**src/rtl/dac_pkg.sv**
```systemverilog
// Shared definitions for the sine-table DAC sequencer: register map,
// CTRL/STATUS bit positions and the sequencer state encoding.
package dac_pkg;

    localparam logic [1:0] REG_CTRL   = 2'd0;
    localparam logic [1:0] REG_STEP   = 2'd1;
    localparam logic [1:0] REG_BURST  = 2'd2;
    localparam logic [1:0] REG_STATUS = 2'd3;

    localparam int CTRL_START    = 0;
    localparam int CTRL_STOP     = 1;
    localparam int CTRL_CONT     = 2;
    localparam int CTRL_USE_TRIG = 3;

    localparam int STATUS_BUSY  = 0;
    localparam int STATUS_ARMED = 1;
    localparam int STATUS_DONE  = 2;

    typedef enum logic [1:0] {
        ST_IDLE  = 2'd0,
        ST_ARMED = 2'd1,
        ST_RUN   = 2'd2
    } state_e;

endpackage

```
**src/rtl/dac_wave_ctrl_if.sv**
```systemverilog
// Avalon-MM register port of the DAC sequencer; the Nios side is the master.
interface dac_wave_ctrl_if;

    logic [1:0]  avs_address;
    logic        avs_write;
    logic [31:0] avs_writedata;
    logic        avs_read;
    logic [31:0] avs_readdata;

    modport master (
        output avs_address, avs_write, avs_writedata, avs_read,
        input  avs_readdata
    );

    modport slave (
        input  avs_address, avs_write, avs_writedata, avs_read,
        output avs_readdata
    );

endinterface

```
**src/rtl/dac_phase_acc.sv**
```systemverilog
// Modulo-TABLE_LEN phase accumulator; wrap flags the cycle whose update
// crosses the end of the table.
module dac_phase_acc #(
    parameter int TABLE_LEN = 39,
    parameter int ADDR_W    = 7
) (
    input  logic              ref_clk,
    input  logic              reset_n,
    input  logic              clear,
    input  logic              enable,
    input  logic [ADDR_W-1:0] step,
    output logic [ADDR_W-1:0] addr,
    output logic              wrap
);

    localparam logic [ADDR_W:0] LEN = (ADDR_W + 1)'(TABLE_LEN);

    logic [ADDR_W-1:0] addr_q, addr_d;
    logic [ADDR_W:0]   sum;

    // wrap ignores clear so the controller can clear in response to it
    always_comb begin
        sum    = {1'b0, addr_q} + {1'b0, step};
        wrap   = enable && (sum >= LEN);
        addr_d = addr_q;
        if (clear) begin
            addr_d = '0;
        end else if (enable) begin
            if (wrap) begin
                addr_d = ADDR_W'(sum - LEN);
            end else begin
                addr_d = sum[ADDR_W-1:0];
            end
        end
    end

    always_ff @(posedge ref_clk or negedge reset_n) begin
        if (!reset_n) begin
            addr_q <= '0;
        end else begin
            addr_q <= addr_d;
        end
    end

    assign addr = addr_q;

endmodule

```
**src/rtl/dac_wave_ctrl.sv**
```systemverilog
// DAC waveform sequencer: Avalon-MM register file, IDLE/ARMED/RUN control
// and burst counting around the modulo phase accumulator.
module dac_wave_ctrl
    import dac_pkg::*;
#(
    parameter int TABLE_LEN = 39,
    parameter int ADDR_W    = 7,
    parameter int BURST_W   = 16
) (
    input  logic              ref_clk,
    input  logic              reset_n,
    dac_wave_ctrl_if.slave    avs,
    input  logic              trigger,
    output logic [ADDR_W-1:0] rom_addr,
    output logic              dac_en,
    output logic              done_irq
);

    state_e             state_q, state_d;
    logic [ADDR_W-1:0]  step_q, step_d, step_sh_q, step_sh_d;
    logic [BURST_W-1:0] burst_q, burst_d, cnt_q, cnt_d;
    logic               cont_q, cont_d, use_trig_q, use_trig_d;
    logic               done_q, done_d, trig_q, trig_d;
    logic [31:0]        rdata_q, rdata_d, ctrl_rd, status_rd;
    logic               start, stop, trig_rise, enter_run, done_set;
    logic               acc_clear, acc_en, acc_wrap;

    dac_phase_acc #(
        .TABLE_LEN (TABLE_LEN),
        .ADDR_W    (ADDR_W)
    ) u_phase_acc (
        .ref_clk (ref_clk),
        .reset_n (reset_n),
        .clear   (acc_clear),
        .enable  (acc_en),
        .step    (step_sh_q),
        .addr    (rom_addr),
        .wrap    (acc_wrap)
    );

    always_comb begin
        state_d    = state_q;
        step_d     = step_q;
        step_sh_d  = step_sh_q;
        burst_d    = burst_q;
        cnt_d      = cnt_q;
        cont_d     = cont_q;
        use_trig_d = use_trig_q;
        done_d     = done_q;
        trig_d     = trigger;
        rdata_d    = rdata_q;
        acc_clear  = 1'b0;
        acc_en     = 1'b0;
        enter_run  = 1'b0;
        done_set   = 1'b0;
        start      = avs.avs_write && (avs.avs_address == REG_CTRL) && avs.avs_writedata[CTRL_START];
        stop       = avs.avs_write && (avs.avs_address == REG_CTRL) && avs.avs_writedata[CTRL_STOP];
        trig_rise  = trigger && !trig_q;

        if (avs.avs_write) begin
            unique case (avs.avs_address)
                REG_CTRL: begin
                    cont_d     = avs.avs_writedata[CTRL_CONT];
                    use_trig_d = avs.avs_writedata[CTRL_USE_TRIG];
                end
                REG_STEP: begin
                    if (avs.avs_writedata == 32'd0 || avs.avs_writedata >= 32'(TABLE_LEN)) begin
                        step_d = ADDR_W'(1);
                    end else begin
                        step_d = avs.avs_writedata[ADDR_W-1:0];
                    end
                end
                REG_BURST: begin
                    if (avs.avs_writedata[BURST_W-1:0] == '0) begin
                        burst_d = BURST_W'(1);
                    end else begin
                        burst_d = avs.avs_writedata[BURST_W-1:0];
                    end
                end
                REG_STATUS: begin
                    if (avs.avs_writedata[STATUS_DONE]) begin
                        done_d = 1'b0;
                    end
                end
            endcase
        end

        // start decides ARMED vs RUN from the use_trig bit written alongside it
        unique case (state_q)
            ST_IDLE: begin
                if (start && !stop) begin
                    if (avs.avs_writedata[CTRL_USE_TRIG]) begin
                        state_d = ST_ARMED;
                    end else begin
                        state_d   = ST_RUN;
                        enter_run = 1'b1;
                    end
                end
            end
            ST_ARMED: begin
                if (stop) begin
                    state_d = ST_IDLE;
                end else if (trig_rise) begin
                    state_d   = ST_RUN;
                    enter_run = 1'b1;
                end
            end
            ST_RUN: begin
                if (stop) begin
                    state_d   = ST_IDLE;
                    acc_clear = 1'b1;
                end else begin
                    acc_en = 1'b1;
                    if (acc_wrap) begin
                        step_sh_d = step_q;
                        if (cnt_q != '1) begin
                            cnt_d = cnt_q + BURST_W'(1);
                        end
                        if (!cont_q && cnt_d == burst_q) begin
                            state_d   = ST_IDLE;
                            acc_clear = 1'b1;
                            done_set  = 1'b1;
                        end
                    end
                end
            end
            default: state_d = ST_IDLE;
        endcase

        if (enter_run) begin
            step_sh_d = step_q;
            cnt_d     = '0;
            acc_clear = 1'b1;
        end
        if (done_set) begin
            done_d = 1'b1;
        end

        ctrl_rd                   = '0;
        ctrl_rd[CTRL_CONT]        = cont_q;
        ctrl_rd[CTRL_USE_TRIG]    = use_trig_q;
        status_rd                 = '0;
        status_rd[STATUS_BUSY]    = (state_q == ST_RUN);
        status_rd[STATUS_ARMED]   = (state_q == ST_ARMED);
        status_rd[STATUS_DONE]    = done_q;
        status_rd[31:16]          = 16'(cnt_q);

        if (avs.avs_read) begin
            unique case (avs.avs_address)
                REG_CTRL:   rdata_d = ctrl_rd;
                REG_STEP:   rdata_d = 32'(step_q);
                REG_BURST:  rdata_d = 32'(burst_q);
                REG_STATUS: rdata_d = status_rd;
            endcase
        end
    end

    always_ff @(posedge ref_clk or negedge reset_n) begin
        if (!reset_n) begin
            state_q    <= ST_IDLE;
            step_q     <= ADDR_W'(1);
            step_sh_q  <= ADDR_W'(1);
            burst_q    <= BURST_W'(1);
            cnt_q      <= '0;
            cont_q     <= 1'b0;
            use_trig_q <= 1'b0;
            done_q     <= 1'b0;
            trig_q     <= 1'b0;
            rdata_q    <= '0;
        end else begin
            state_q    <= state_d;
            step_q     <= step_d;
            step_sh_q  <= step_sh_d;
            burst_q    <= burst_d;
            cnt_q      <= cnt_d;
            cont_q     <= cont_d;
            use_trig_q <= use_trig_d;
            done_q     <= done_d;
            trig_q     <= trig_d;
            rdata_q    <= rdata_d;
        end
    end

    assign dac_en           = (state_q == ST_RUN);
    assign done_irq         = done_q;
    assign avs.avs_readdata = rdata_q;

endmodule
```
**src/flat_wrapper.sv**
```systemverilog
// flat-port wrapper written by rule: the top's interface ports become plain ports
module dac_wave_ctrl_flat import dac_pkg::*;
#(
    parameter int TABLE_LEN = 39,
    parameter int ADDR_W    = 7,
    parameter int BURST_W   = 16
)
  (ref_clk, reset_n, trigger, rom_addr, dac_en, done_irq, avs_avs_address, avs_avs_write, avs_avs_writedata, avs_avs_read, avs_avs_readdata);
  dac_wave_ctrl_if avs_i ();
  input  logic ref_clk;
  input  logic reset_n;
  input  logic trigger;
  output logic [ADDR_W-1:0] rom_addr;
  output logic dac_en;
  output logic done_irq;
  input wire logic [$bits(avs_i.avs_address)-1:0] avs_avs_address;
  input wire logic [$bits(avs_i.avs_write)-1:0] avs_avs_write;
  input wire logic [$bits(avs_i.avs_writedata)-1:0] avs_avs_writedata;
  input wire logic [$bits(avs_i.avs_read)-1:0] avs_avs_read;
  output wire logic [$bits(avs_i.avs_readdata)-1:0] avs_avs_readdata;
  assign avs_i.avs_address = avs_avs_address;
  assign avs_i.avs_write = avs_avs_write;
  assign avs_i.avs_writedata = avs_avs_writedata;
  assign avs_i.avs_read = avs_avs_read;
  assign avs_avs_readdata = avs_i.avs_readdata;
  dac_wave_ctrl #(.TABLE_LEN(TABLE_LEN), .ADDR_W(ADDR_W), .BURST_W(BURST_W)) u_core (.ref_clk(ref_clk), .reset_n(reset_n), .avs(avs_i), .trigger(trigger), .rom_addr(rom_addr), .dac_en(dac_en), .done_irq(done_irq));
endmodule
```
**config.mk**
```make
export PLATFORM = sky130hd
export DESIGN_NAME = dac_wave_ctrl_flat
export DESIGN_NICKNAME = d
export VERILOG_FILES = /design/src/rtl/dac_pkg.sv /design/src/rtl/dac_wave_ctrl_if.sv /design/src/rtl/dac_phase_acc.sv /design/src/rtl/dac_wave_ctrl.sv /design/src/flat_wrapper.sv
export SDC_FILE = /design/constraint.sdc
export NUM_CORES = 1
export LEC_CHECK = 0
export CAP_MARGIN = 10
export CORE_ASPECT_RATIO = 1.25
export CORE_MARGIN = 2
export CORE_UTILIZATION = 55
export CTS_CLUSTER_SIZE = 20
export DETAILED_ROUTE_END_ITERATION = 7
export MAX_ROUTING_LAYER = met4
export PLACE_DENSITY = 0.79
export SLEW_MARGIN = 20
export SYNTH_ARGS = -nofsm -noshare
export SYNTH_HDL_FRONTEND = slang
export SYNTH_HIERARCHICAL = 1
export SYNTH_SLANG_ARGS = --single-unit
```
**constraint.sdc**
```tcl
create_clock -name ref_clk -period 11.2 [get_ports ref_clk]
set_clock_uncertainty 0.15 [all_clocks]
set_input_delay 1.12 -clock ref_clk [delete_from_list [all_inputs] [get_ports ref_clk]]
set_output_delay 1.12 -clock ref_clk [all_outputs]
set_load 0.03 [all_outputs]
```
==> impl_metrics.json <==
{
  "status": "complete, no violations",
  "setup_viol_count_final": 0,
  "cp_max_fo": 15,
  "syn_nets": 611,
  "rsz0062_at_grt": "no",
  "ys_seq_area_frac": 0.440,
  "grt_pass1_vias": 4460,
  "fmax_mhz": 196,
  "final_common_cell": "dfrtp_1",
  "cp-end-kind": "register",
  "slowest_delay_ns": 0.84,
  "worstRegToRegCells": 16,
  "wirelength_um": 13300,
  "drv_cap": 0,
  "finalWorstSetupSlack_ns": 6.09,
  "cp-start-kind": "input pin",
  "min_period_ns": 5.11,
  "post-cts-setup-buffer-count": 0,
  "grt_max_degree": 79,
  "coreArea_um2": 9170,
  "switching_share": 0.367,
  "p_int_mw": 0.748,
  "max-slew-margin-rel": 0.319,
  "dp_cells": 730,
  "vias_per_cell": 6.07,
  "reg2reg_slack_ns": 6.64,
  "p_sw_mw": 0.434,
  "synth_cell_types": 68,
  "clock_latency_ns": 0.34,
  "required_ns": 11.27,
  "worstHoldStart": "u_core/step_sh_q[0]",
  "wl_per_cell_um": 17.8,
  "vdd_ir_drop_max_uv": 101,
  "syn_area_um2": 5190,
  "synthArstFlopShare": 1.00,
  "whs_endpoint": "u_core/step_sh_q[0]",
  "fin_tns_setup_ns": 0,
  "cp_cell_sequence": "clkdlybuf4s50_1 > nor3b_2 > a21oi_1 > inv_1 > a21oi_1 > nand2b_1 > a221oi_1 > nand4_1 > nor3_1 > o2111ai_1 > o21ai_1 > nor2_1 > a32oi_1 > nand3_1",
  "ctsHoldBuffers": 0,
  "stdcell_count": 745,
  "ant_nets": 0,
  "r2r_start": "u_core/u_phase_acc/addr[0]",
  "p_total_mw": 1.18,
  "die_x_um": 90.9,
  "dp_hpwl_um": 9680,
  "first_iter_violations": 355,
  "clockRootBuffer": "clkbuf_16",
  "hold_depth": 2,
  "antenna_found_initial": 0,
  "hold_viol_final": 0,
  "clk_pin_slew_ns": 0.06,
  "power_frac_seq": 0.387,
  "synth_warnings": 6,
  "num_vias": 4522,
  "cts.path.max_buffers": 2,
  "start_util": 0.565,
  "cpMaxStageDelayCell": "a21oi_1",
  "pre_cts_ws_ns": 5.82,
  "power_frac_comb": 0.358,
  "port_buffers": 79,
  "synthCells": 562,
  "final_util": 0.679,
  "synth_flop_cell": "dfrtp_1",
  "syn_avg_cell_area_um2": 9.23,
  "grt_usage": 0.282,
  "drive_gt1_frac": 0.0868,
  "p_clk_frac": 0.255,
  "cp_common_cell": "a21oi_1",
  "leakagePower_nw": 2.53,
  "crit_arrival_ns": 5.18,
  "synth_edf_count": 0,
  "numCtsBuffers": 9,
  "syn_to_final_growth_pct": 20.0,
  "die_area_um2": 10200,
  "postCtsResizedCells": 0,
  "grt_pass1_wl_um": 22300,
  "crit_type": "input pin to register",
  "drt_pass1_iterations": 5,
  "r2r-end": "u_core/u_phase_acc/addr[3]",
  "cts.sinks": 91,
  "die_y_um": 113,
  "antenna_cells": 0,
  "max_slew.worst_pin.slew_ns": 1.02,
  "num_rows": 39,
  "powerDensity_nw_per_um2": 190,
  "drcViolationCount": 0,
  "cts_tree": "built",
  "fin_crit_sh": 0.456,
  "slew_viol_final": 0,
  "h-tree-depth": 3,
  "grt_remaining_overflow": 0,
  "final_nets": 667,
  "ios": 80,
  "hold_path_class": "register to register",
  "final_cell_mix": "dfrtp_1 (88), clkdlybuf4s50_1 (78), nand2_1 (69)",
  "ys_ff_latch": 91,
  "gp_congestion": 0.934
}
[layout make-up]
class | count | area (µm²)
Fill cell | 765 | 2950
Clock inverter | 2 | 35.0
Sequential cell | 91 | 2280
Clock buffer | 13 | 260
Multi-Input combinational cell | 402 | 2560
Timing Repair Buffer | 83 | 818
Inverter | 31 | 116
Tap cell | 123 | 154
[logic make-up after synthesis]
family | synth area share
AOI/OAI and AO/OA | 0.178
muxes | 0.0449
adders and majority gates | 0.0256
and+or+nand+nor | 0.210
DFF | 0.440
xor gates and xnor gates | 0.0355
buffers and inverters | 0.0663
[power by group through the flow]
stage	combinational (mW)	sequential [mW]	clock (mW)
finish	0.423	0.458	0.302
global route	0.464	0.467	0.320
CTS	0.420	0.456	0.306
detailed placement	0.417	0.461	0
global placement	0.402	0.459	0
floorplan	0.289	0.466	0
[layer usage]
metal,up-vias,global-route usage,wire [µm],part of all wire
met5,-,-,0,0
met4,0,0.117,393,0.030
met3,35,0.0430,711,0.054
met2,172,0.456,6500,0.49
met1,2172,0.356,5650,0.43
li1,2143,-,-,-
[flip-flops by register name, indices dropped and copies added, names as in the netlist]
| signal | count |
|---|---|
| u_core/use_trig_q | 1 |
| u_core/done_irq | 1 |
| u_core/cont_q | 1 |
| u_core/trig_q | 1 |
| u_core/state_q | 2 |
| u_core/avs.avs_readdata | 32 |
| u_core/burst_q | 16 |
| u_core/cnt_q | 16 |
| u_core/u_phase_acc/addr | 7 |
| u_core/step_sh_q | 7 |
| u_core/step_q | 7 |
[worst max-delay path, delay by kind of cell]
kind | cells | cell delay (ns)
buf+inv | 2 | 0.93
compound gates | 6 | 2.28
simple gates | 6 | 0.85
[stage by stage]
step | hold WS (ns) | area [µm²]
finish | 0.310 | 6230
global route | 0.337 | 6230
CTS | 0.310 | 6230
detailed placement | 0.300 | 5930
global placement | 0.299 | 5930
floorplan | 0.285 | 5190
[cell usage after synthesis, types with 3 or more instances]
cell,number,share of area
o31ai_1,5,0.0072
nand3_1,13,0.013
dfstp_2,3,0.015
a21oi_1,29,0.028
a311oi_1,4,0.0068
xor2_1,7,0.012
dfrtp_1,88,0.42
nand2_1,69,0.050
a22oi_1,4,0.0058
buf_6,6,0.013
buf_2,6,0.0058
xnor2_1,14,0.024
mux2i_1,3,0.0058
or3_1,3,0.0036
nand2b_1,6,0.0072
buf_4,5,0.0072
ha_1,9,0.022
mux2_2,16,0.035
clkbuf_1,18,0.013
and3_1,4,0.0048
o21ai_0,45,0.043
nand4_1,17,0.021
or4_1,5,0.0072
a31oi_1,5,0.0060
inv_1,31,0.022
o21a_1,4,0.0058
and2_1,5,0.0060
nor2b_1,6,0.0072
a22o_1,11,0.019
nand3b_1,3,0.0043
nand4b_1,3,0.0051
nor3_1,10,0.0096
nor2_1,37,0.027
nor4_1,15,0.018
o41ai_1,4,0.0068
a211oi_1,5,0.0072
[worst max-delay path by stage]
stage / cells past startpoint / from / slack (ns) / endpoint
finish: 14 / avs_avs_address[0] / 6.09 / u_core/u_phase_acc/addr[3]
floorplan: 16 / avs_avs_address[1] / 7.18 / u_core/u_phase_acc/addr[3]
global placement: 14 / avs_avs_address[0] / 6.03 / u_core/u_phase_acc/addr[3]
CTS: 14 / avs_avs_address[0] / 6.15 / u_core/u_phase_acc/addr[3]
global route: 14 / avs_avs_address[0] / 5.66 / u_core/u_phase_acc/addr[3]
detailed placement: 14 / avs_avs_address[0] / 5.82 / u_core/u_phase_acc/addr[3]
Power figures use the tool's default switching activity.
